--- src/rtl/async_rr_arbiter.sv ---
// async_rr_arbiter
//   Merges N_CH upstream 4-phase req/ack channels onto a single downstream
//   4-phase req/ack channel using rotating (round-robin) priority. Exactly one
//   upstream channel owns the downstream link for each full handshake.
//
//   Optional build macro: ASYNC_RR_ARBITER_SYNC_EN
//     defined   -> req_i and ack_i each pass through a 2-flop synchronizer
//                  (adds 2 cycles to every input-to-output latency)
//     undefined -> inputs feed the FSM directly and must be synchronous to clk
//
// Ports:
//   clk          system clock
//   rst          synchronous, active-high reset
//   req_i        upstream requests, one bit per channel
//   ack_o        upstream acknowledges, at most one bit high
//   req_o        downstream request
//   ack_i        downstream acknowledge
//   grant_o      index of the current owner, valid while busy_o=1
//   busy_o       high whenever a handshake is in progress (state != IDLE)
//   proto_err_o  sticky protocol-violation flag, cleared only by rst
module async_rr_arbiter #(
  parameter  int N_CH = 4,
  localparam int IDW  = $clog2(N_CH)
) (
  input  logic            clk,
  input  logic            rst,
  input  logic [N_CH-1:0] req_i,
  output logic [N_CH-1:0] ack_o,
  output logic            req_o,
  input  logic            ack_i,
  output logic [IDW-1:0]  grant_o,
  output logic            busy_o,
  output logic            proto_err_o
);

  typedef enum logic [1:0] {IDLE, REQ, ACK, REL} state_t;

  state_t          state, state_nxt;
  logic [IDW-1:0]  ptr, ptr_nxt;
  logic [IDW-1:0]  grant_nxt;
  logic [N_CH-1:0] ack_nxt;
  logic            req_nxt, busy_nxt, err_nxt;

  // Input views seen by the FSM (raw or synchronized).
  logic [N_CH-1:0] req_s;
  logic            ack_s;

`ifdef ASYNC_RR_ARBITER_SYNC_EN
  logic [N_CH-1:0] req_m;
  logic            ack_m;

  always_ff @(posedge clk) begin
    if (rst) begin
      req_m <= '0;
      req_s <= '0;
      ack_m <= 1'b0;
      ack_s <= 1'b0;
    end else begin
      req_m <= req_i;
      req_s <= req_m;
      ack_m <= ack_i;
      ack_s <= ack_m;
    end
  end
`else
  assign req_s = req_i;
  assign ack_s = ack_i;
`endif

  // Round-robin winner: first pending channel at or after ptr. Scanning the
  // offsets from farthest to nearest lets the nearest one overwrite the rest.
  logic           any_req;
  logic [IDW-1:0] winner;
  int             scan_idx;

  always_comb begin
    // NOTE: every variable written here gets a default first so no path
    // leaves it unassigned; a missing default would infer a latch.
    any_req  = 1'b0;
    winner   = ptr;
    scan_idx = 0;
    for (int i = N_CH - 1; i >= 0; i--) begin
      scan_idx = (int'(ptr) + i) % N_CH;
      if (req_s[IDW'(scan_idx)]) begin
        any_req = 1'b1;
        winner  = IDW'(scan_idx);
      end
    end
  end

  always_comb begin
    state_nxt = state;
    ptr_nxt   = ptr;
    grant_nxt = grant_o;
    ack_nxt   = ack_o;
    req_nxt   = req_o;
    busy_nxt  = busy_o;
    err_nxt   = proto_err_o;
    case (state)
      IDLE: begin
        // A still-high ack_i (e.g. left over from before a reset) blocks any
        // new grant so the downstream cannot see a false completion.
        if (any_req && !ack_s) begin
          grant_nxt = winner;
          req_nxt   = 1'b1;
          busy_nxt  = 1'b1;
          state_nxt = REQ;
        end
      end
      REQ: begin
        // Owner withdrew before being acknowledged: flag it, but req_o must
        // stay high because a 4-phase request cannot be retracted.
        if (!req_s[grant_o]) err_nxt = 1'b1;
        if (ack_s) begin
          ack_nxt   = N_CH'(1) << grant_o;
          state_nxt = ACK;
        end
      end
      ACK: begin
        if (!ack_s) begin
          err_nxt = 1'b1;
        end else if (!req_s[grant_o]) begin
          req_nxt   = 1'b0;
          state_nxt = REL;
        end
      end
      REL: begin
        if (!ack_s) begin
          ack_nxt   = '0;
          busy_nxt  = 1'b0;
          ptr_nxt   = (grant_o == IDW'(N_CH - 1)) ? '0 : grant_o + 1'b1;
          state_nxt = IDLE;
        end
      end
      default: state_nxt = IDLE;
    endcase
  end

  always_ff @(posedge clk) begin
    // NOTE: sequential state uses non-blocking assignments so every register
    // samples the pre-edge values regardless of statement order.
    if (rst) begin
      state       <= IDLE;
      ptr         <= '0;
      grant_o     <= '0;
      ack_o       <= '0;
      req_o       <= 1'b0;
      busy_o      <= 1'b0;
      proto_err_o <= 1'b0;
    end else begin
      state       <= state_nxt;
      ptr         <= ptr_nxt;
      grant_o     <= grant_nxt;
      ack_o       <= ack_nxt;
      req_o       <= req_nxt;
      busy_o      <= busy_nxt;
      proto_err_o <= err_nxt;
    end
  end

endmodule

--- config.mk ---
export PLATFORM = sky130hd
export DESIGN_NAME = async_rr_arbiter
export DESIGN_NICKNAME = d
export VERILOG_FILES = /design/src/rtl/async_rr_arbiter.sv
export SDC_FILE = /design/constraint.sdc
export NUM_CORES = 1
export LEC_CHECK = 0
export ABC_AREA = 1
export CAP_MARGIN = 25
export CORE_MARGIN = 4
export CORE_UTILIZATION = 25
export DETAILED_ROUTE_END_ITERATION = 8
export PLACE_DENSITY = 0.53
export RECOVER_POWER = 50
export SKIP_CTS_REPAIR_TIMING = 1
export SLEW_MARGIN = 20
export SYNTH_ARGS = -nofsm -noshare
export SYNTH_HDL_FRONTEND = slang
export SYNTH_SLANG_ARGS = --single-unit
--- constraint.sdc ---
create_clock -name clk -period 1.6 [get_ports clk]
set_input_delay 0.48 -clock clk [delete_from_list [all_inputs] [get_ports clk]]
set_output_delay 0.48 -clock clk [all_outputs]
set_load 0.02 [all_outputs]
# Yosys cells after proc, flatten, opt, wreduce, memory -nomap -nowiden
# Cells that the tools add are included.
[classes]
addsub = 4
n_lt_le_gt_ge = 5
mul = 0
shifts = 1
n_reduce_logical = 14
bitwise_logic = 1
n_eq_ne = 11
n_mux = 41
div_mod_pow = 0
[op_table]
columns = ["cell", "count"]
rows = [
  ["2-bit 2-to-1 mux", 10],
  ["1-bit 2-to-1 mux", 19],
  ["2-bit by 4-bit less-than comparator with 1-bit output (second input constant)", 4],
  ["2-bit inequality test (second input constant)", 7],
  ["1-bit binary-select mux with 2-bit select", 5],
  ["3-bit AND reduction", 3],
  ["4-bit 2-to-1 mux", 2],
  ["2-bit one-hot mux with 4 select lines", 1],
  ["4-bit one-hot mux with 2 select lines", 1],
  ["2-bit nonzero test", 4],
  ["2-bit equality test (second input constant)", 3],
  ["1-bit one-hot mux with 2 select lines", 3],
  ["5-bit AND reduction", 1],
  ["2-bit by 1-bit adder with 2-bit output (second input constant)", 2],
  ["2-bit adder (second input constant)", 2],
  ["2-bit AND reduction", 2],
  ["4-bit AND reduction", 1],
  ["1-bit by 2-bit left shift with 4-bit output (first input constant)", 1],
  ["2-bit by 3-bit less-than comparator with 1-bit output (second input constant)", 1],
  ["2-bit by 1-bit equality test with 1-bit output (second input constant)", 1],
  ["2-bit zero test", 1],
  ["1-bit logical AND", 1],
  ["1-bit zero test", 1],
  ["1-bit NOT", 1],
]
[totals]
romBits = 0
latch_bits = 0
reg_bits = 13
ramBits = 0
in_bits = 7
wordCells = 84
memories = 0
out_inout_bits = 9

# Logic depth before layout (Yosys ltp)
# Gate-level depths: netlist of the first run.
[logic_depth]
ltp_word = 11
depth_mapped = 13
mapped_depth_nobuf = 13

# Least setup slack after synthesis of the first run
# OpenSTA, ideal clock, no wires.
[synth_path]
path_kind = "flip-flop to flip-flop"
from = "register grant_o[0]"
to = "register state[1]"
t_required_ns = 1.538
path_stages_with_launch = 9
arrival_time_ns = 1.440
path_buffers = 0
setup_slack_ns = 0.098
period_less_slack_ns = 1.502
cell_sequence = "dfxtp_1 > inv_1 > a21oi_1 > a21oi_1 > o21ai_1 > nand3_1 > nand2_1 > clkinv_1 > nor2_2"
[synth_between]
elab_chain_len = 4
[synth_rtl]
columns = ["item", "line", "rtl"]
rows = [
  ["start, declared", "31", "output logic [IDW-1:0] grant_o,"],
  ["start signal, assigned", "153", "grant_o <= grant_nxt;"],
  ["1-bit binary-select mux with 2-bit select", "122", "end else if (!req_s[grant_o]) begin"],
  ["1-bit 2-to-1 mux (not written as such)", "122", ""],
  ["2-bit inequality test (no source line)", "-", ""],
  ["5-bit AND reduction (no source line)", "-", ""],
  ["end signal, assigned", "151", "state <= state_nxt;"],
  ["end, declared", "38", "state_t state, state_nxt;"],
]
# No other way between the ends. The select of a mux whose other input is x is not followed.
# A chain may end at the register's enable or synchronous reset.

# Worst setup path after layout of the first run
[layout_path]
from = "register ptr[1]"
to = "register state[0]"
[layout_between]
elab_chain_len = 11
word_cells_on_any_way = 22
classes_between = "3 x add/sub; 1 x eq/ne; 16 x mux; 2 x reduce/logical"
[layout_rtl]
columns = ["item", "line", "rtl"]
rows = [
  ["start, declared", "39", "logic [IDW-1:0] ptr, ptr_nxt;"],
  ["start signal, assigned", "152", "ptr <= ptr_nxt;"],
  ["2-bit adder", "83", "scan_idx = (int'(ptr) + i) % N_CH;"],
  ["1-bit binary-select mux with 2-bit select", "84", "if (req_s[IDW'(scan_idx)]) begin"],
  ["1-bit 2-to-1 mux (not written as such) (2 in series)", "84", ""],
  ["1-bit 2-to-1 mux (3 in series)", "84", ""],
  ["1-bit 2-to-1 mux (*)", "84", ""],
  ["1-bit logical AND (*)", "103", "if (any_req && !ack_s) begin"],
  ["2-bit inequality test (no source line) (*)", "-", ""],
  ["5-bit AND reduction (no source line) (*)", "-", ""],
]
# Mark *: on every way between the ends. The rest lies on a longest branch, timed or not. The select of a mux whose other input is x is not followed.

==> metrics.cfg, run 1 <==
[run_status]
run_status = complete, no violations

[cts]
cts_tree = yes
numCtsBuffers = 3
htree_num_levels = 1
cts_sinks = 13
clk_pin_slew_worst_paths_ns = 0.06
clock_path_buffers = 2
root_buffer = clkbuf_8
insertion_delay_ns = 0.24

[drt]
vias_per_cell = 4.29
wire_per_inst_um = 10.0
firstDrtPassIters = 4
vias = 952
drc = 0
ant_nets = 0
drtIter0Drc = 40
wl_um = 2230

[critical_path]
crit_type = flop to flop
critPathCaptureType = flop
regToRegStartpoint = ptr[1]
start_kind = flop
crit_start = ptr[1]
r2r_slack_ns = 0.14
required_ns = 1.74
cp_max_fo = 6
worst_ep_arrival_time_ns = 1.60

[sta]
slew_headroom_pct = 78.6
final-hold-violation-count = 0
hold_ws_ns = 0.454
drv_slew = 0
tns_ns = 0
fin_crit_ns = 1.46
fin_crit_sh_pct = 91.1
finalSetupViolations = 0
tightest_slew_ns = 0.319
worst_clock_skew_ns = 0.00600
rsz0062_at_grt = false
setup_ws_ns = 0.143
fmax_mhz = 686

[hold_path]
min_path_type = flop to flop
worstHoldStart = proto_err_o

[grt]
track_usage_pct = 9.45
grt_pass1_wl_um = 3860
antenna_found_initial = 0
grt-ovfl-total = 0
grt_max_degree = 9
grt_pass1_vias = 907

[placed_design]
place_inst = 218
pre_cts_ws_ns = -0.424
hpwlAfterDp_um = 1780
placed_cell_area_sq_um = 1240
gp_congestion = 0.765
io_buffers = 15

[floorplan]
start_util_pct = 25.9
die_h_um = 69.8
dieArea_sq_um = 4880
rows = 22
dieWidth_um = 69.8
core_area_sq_um = 3690
ios = 16

[final_layout]
final_common_cell = nand2_1
final_cell_mix = nand2_1, inv_1, dfxtp_1, nor2_1, nand2_2
fill_cells = 416
nets = 191
diodes = 0
fin_area_sq_um = 1260
drive_above_1_share_pct = 23.0
final_cell_count_no_fill = 222
final_core_util_pct = 34.3
syn_to_final_growth_pct = 32.3

[pwr]
power.total_mw = 1.78
ir_worst_vdd_v = 0.000756
p_per_area_nw_per_um2 = 1410
p_leak_nw = 0.636

[yosys]
yosysSeqAreaShare_pct = 27.2
syn-instance-count = 145
syn_area_sq_um = 956
ys_seq_elements = 13
synth_nets = 161
synth_warnings = 0
avgSynthCellArea_sq_um = 6.59
synth.distinct_cells = 21

[job]
cap_viol_max_count = 0

flip-flops by register name, indices dropped and copies added (netlist names):
name and count:
req_o 1, proto_err_o 1, busy_o 1, grant_o 2, ack_o 4, state 2, ptr 2
power breakdown:
part / switching (mW) / internal (mW)
sequential: 0.0623 / 0.411
clock: 0.118 / 0.176
combinational: 0.635 / 0.382
total: 0.815 / 0.968
worst max-delay path: stages (launching register included):
cell,delay [ns]
dfxtp_1,0.42
inv_2,0.09
nand2_1,0.07
nand2_1,0.07
nand2_1,0.10
nand2_2,0.07
nor2_2,0.09
nand2_2,0.07
nand2_4,0.08
nand2_4,0.06
nand3_1,0.09
nand2_1,0.07
inv_2,0.04
nor2_1,0.03
Yosys cell counts, drive strengths merged:
library cell	number	share of area [%]
a21oi	10	6.4
clkinv	1	0.39
dfxtp	13	27
nand4	2	1.3
nand3	5	2.6
nand2	58	27
xor2	1	0.92
o211ai	1	0.79
a22oi	3	2.4
buf	1	1.2
nor2	14	6.8
o21ai	7	3.7
ha	9	12
inv	20	7.9
logic make-up (layout without fill, tap and decap cells):
logic type	Yosys count	in the layout	synth area share, %
xor gates and xnor gates	1	1	0.916
buffers and inverters	22	51	9.42
and+or+nand+nor	79	79	37.4
adders and majority gates	9	9	11.8
DFF	13	13	27.2
AOI/OAI and AO/OA	21	21	13.2
layout make-up:
cell class	instances	area (sq um)	area share, %
multi-input cells	110	619	49.0
clock buffers	4	45.0	3.56
flip-flops and latches	13	262	20.7
well taps	48	60.1	4.75
repair buffers	26	198	15.6
inverters	21	81.3	6.43
worst paths after layout:
| check | depth (start not counted) | endpoint |
|---|---|---|
| worst min-delay path | 2 | proto_err_o |
| worst max-delay path | 13 | state[0] |
| worst max register to register | 13 | state[0] |
| worst min register to register | 2 | proto_err_o |
per-layer routing:
metal  share of wire [%]  vias up  GRT usage (%)
li1                    -      511              -
met1                  49      411           11.8
met2                  45       28           16.2
met3                 6.2        2           3.48
met4                0.36        0          0.638
met5                   0        -              0
(Power assumes the default switching activity.)
==> run 2: changes to the inputs <==
--- a/config.mk
+++ b/config.mk
@@ -8,9 +8,9 @@
 export ABC_AREA = 1
 export CAP_MARGIN = 25
 export CORE_MARGIN = 4
-export CORE_UTILIZATION = 25
+export CORE_UTILIZATION = 51
 export DETAILED_ROUTE_END_ITERATION = 8
-export PLACE_DENSITY = 0.53
+export PLACE_DENSITY = 0.86
 export RECOVER_POWER = 50
 export SKIP_CTS_REPAIR_TIMING = 1
 export SLEW_MARGIN = 20
==> metrics.cfg, run 2 (same netlist as run 1, synthesis figures left out) <==
[cts]
insertion_delay_ns = 0.27  ; +0.03 ns
htree_num_levels = 1  ; unchanged
root_buffer = clkbuf_4
clk_pin_slew_worst_paths_ns = 0.08  ; +0.02 ns
clock_path_buffers = 2  ; unchanged
cts_sinks = 13  ; unchanged
numCtsBuffers = 3  ; unchanged
cts_tree = yes

[placed_design]
placed_cell_area_sq_um = 1220  ; -1.1%
io_buffers = 15  ; unchanged
hpwlAfterDp_um = 1800  ; +0.67%
gp_congestion = 0.841  ; +10%

[final_layout]
drive_above_1_share_pct = 25.3  ; +2.3 points
largest_register_ff_count = 4  ; unchanged
final_core_util_pct = 71.3  ; +37 points
diodes = 0  ; unchanged
nets = 195  ; +2.1%
fin_area_sq_um = 1240  ; -1.6%
fill_cells = 151  ; -64%
final_cell_mix = nand2_1, inv_1, buf_4, nor2_1, nand2_2
regMostFlops = ack_o
final_common_cell = nand2_1
syn_to_final_growth_pct = 30.2

[floorplan]
dieArea_sq_um = 2630  ; -46%
ios = 16  ; unchanged
die_h_um = 51.3  ; -27%
start_util_pct = 54.8  ; +29 points
rows = 15  ; -32%
core_area_sq_um = 1750  ; -53%
dieWidth_um = 51.3  ; -27%

[drt]
vias_per_cell = 4.97  ; +16%
wire_per_inst_um = 12.0  ; +20%
vias = 1008  ; +5.9%
drc = 0  ; unchanged
ant_nets = 0  ; unchanged
firstDrtPassIters = 4  ; unchanged
wl_um = 2440  ; +9.6%
drtIter0Drc = 17  ; -57%

[pwr]
p_per_area_nw_per_um2 = 1410  ; -0.21%
ir_worst_vdd_v = 0.000952  ; +26%
p_leak_nw = 0.638  ; +0.42%

[sta]
finalSetupViolations = 0  ; unchanged
worst_clock_skew_ns = 0.000462  ; -0.00554 ns
fin_crit_sh_pct = 95.8  ; +4.7 points
fin_crit_ns = 1.53  ; +0.0759 ns
slew_headroom_pct = 76.2  ; -2.4 points
tightest_slew_ns = 0.355  ; +0.0359 ns
fmax_mhz = 652  ; -5.0%
final-hold-violation-count = 0  ; unchanged
drv_slew = 0  ; unchanged

[critical_path]
crit_type = input port to flop
critPathCaptureType = flop
rr_endpoint = req_o
cp_max_fo = 4  ; -2
required_ns = 1.78  ; +0.04 ns
crit_start = ack_i
worst_ep_arrival_time_ns = 1.71  ; +0.11 ns
regToRegStartpoint = grant_o[1]
start_kind = input port
worstRegToRegCells = 10  ; -3
r2r_slack_ns = 0.12  ; -0.02 ns
endpoint = state[1]

[grt]
track_usage_pct = 20.4  ; +11 points
grt_pass1_wl_um = 4110  ; +6.2%
grt-ovfl-total = 0  ; unchanged
grt_pass1_vias = 1046  ; +15%
antenna_found_initial = 0  ; unchanged
grt_max_degree = 9  ; unchanged

[hold_path]
worstHoldStart = req_o
min_path_type = flop to flop

[run_status]
run_status = complete, no violations

[job]
cap_viol_max_count = 0  ; unchanged

run 2: changes by cell type in the layout (fill, tap and decap cells not counted), moves of 2 or more:
cell	before	now
dfxtp_1	12	9
clkbuf_8	3	0
buf_4	10	14
clkbuf_4	1	3
o21ai_1	2	4
dfxtp_2	1	4
run 2: per-layer routing:
| layer | GRT usage [%] | part of all wire, % |
|---|---|---|
| met2 | 37.8 | 55 |
| met3 | 2.62 | 3.5 |
| met1 | 21.7 | 40 |
| met5 | 0 | 0 |
| met4 | 12.2 | 1.3 |
run 2: metrics by stage:
stage	setup WS (ns)	total power [mW]	instances	hold slack, ns	setup TNS, ns
CTS	-0.216	1.75	201	0.459	-1.58
floorplan	0.0983	1.20	145	0.524	0
global placement	-0.340	1.50	197	0.439	-2.53
detailed placement	-0.368	1.53	197	0.442	-2.89
global route	-0.00434	1.92	203	0.475	-0.00434
finish	0.0668	1.75	203	0.455	0
run 2: area by class of cell:
type | instances | area [sq um] | area share, %
timing repair buffer | 30 | 229 | 18.4
multi-input combinational | 110 | 612 | 49.1
sequential | 13 | 265 | 21.3
clock buffer | 4 | 26.3 | 2.11
inverter | 21 | 81.3 | 6.53
tap | 25 | 31.3 | 2.51
run 2: critical path, stage by stage:
cell             delay (ns)
clkdlybuf4s50_1        0.52
inv_1                  0.09
o21ai_1                0.15
buf_4                  0.15
buf_4                  0.11
nand4_1                0.09
nand2_1                0.08
nor2_2                 0.03
run 2: worst min path at each step:
| stage | end | cells past startpoint |
|---|---|---|
| after floorplan | proto_err_o | 2 |
| after global placement | proto_err_o | 2 |
| after detailed placement | proto_err_o | 2 |
| after CTS | req_o | 2 |
| after global routing | req_o | 2 |
| final | req_o | 2 |
run 2: power by group:
group | switching [mW] | internal, mW
combinational | 0.651 | 0.418
clock | 0.105 | 0.0965
sequential | 0.0676 | 0.413
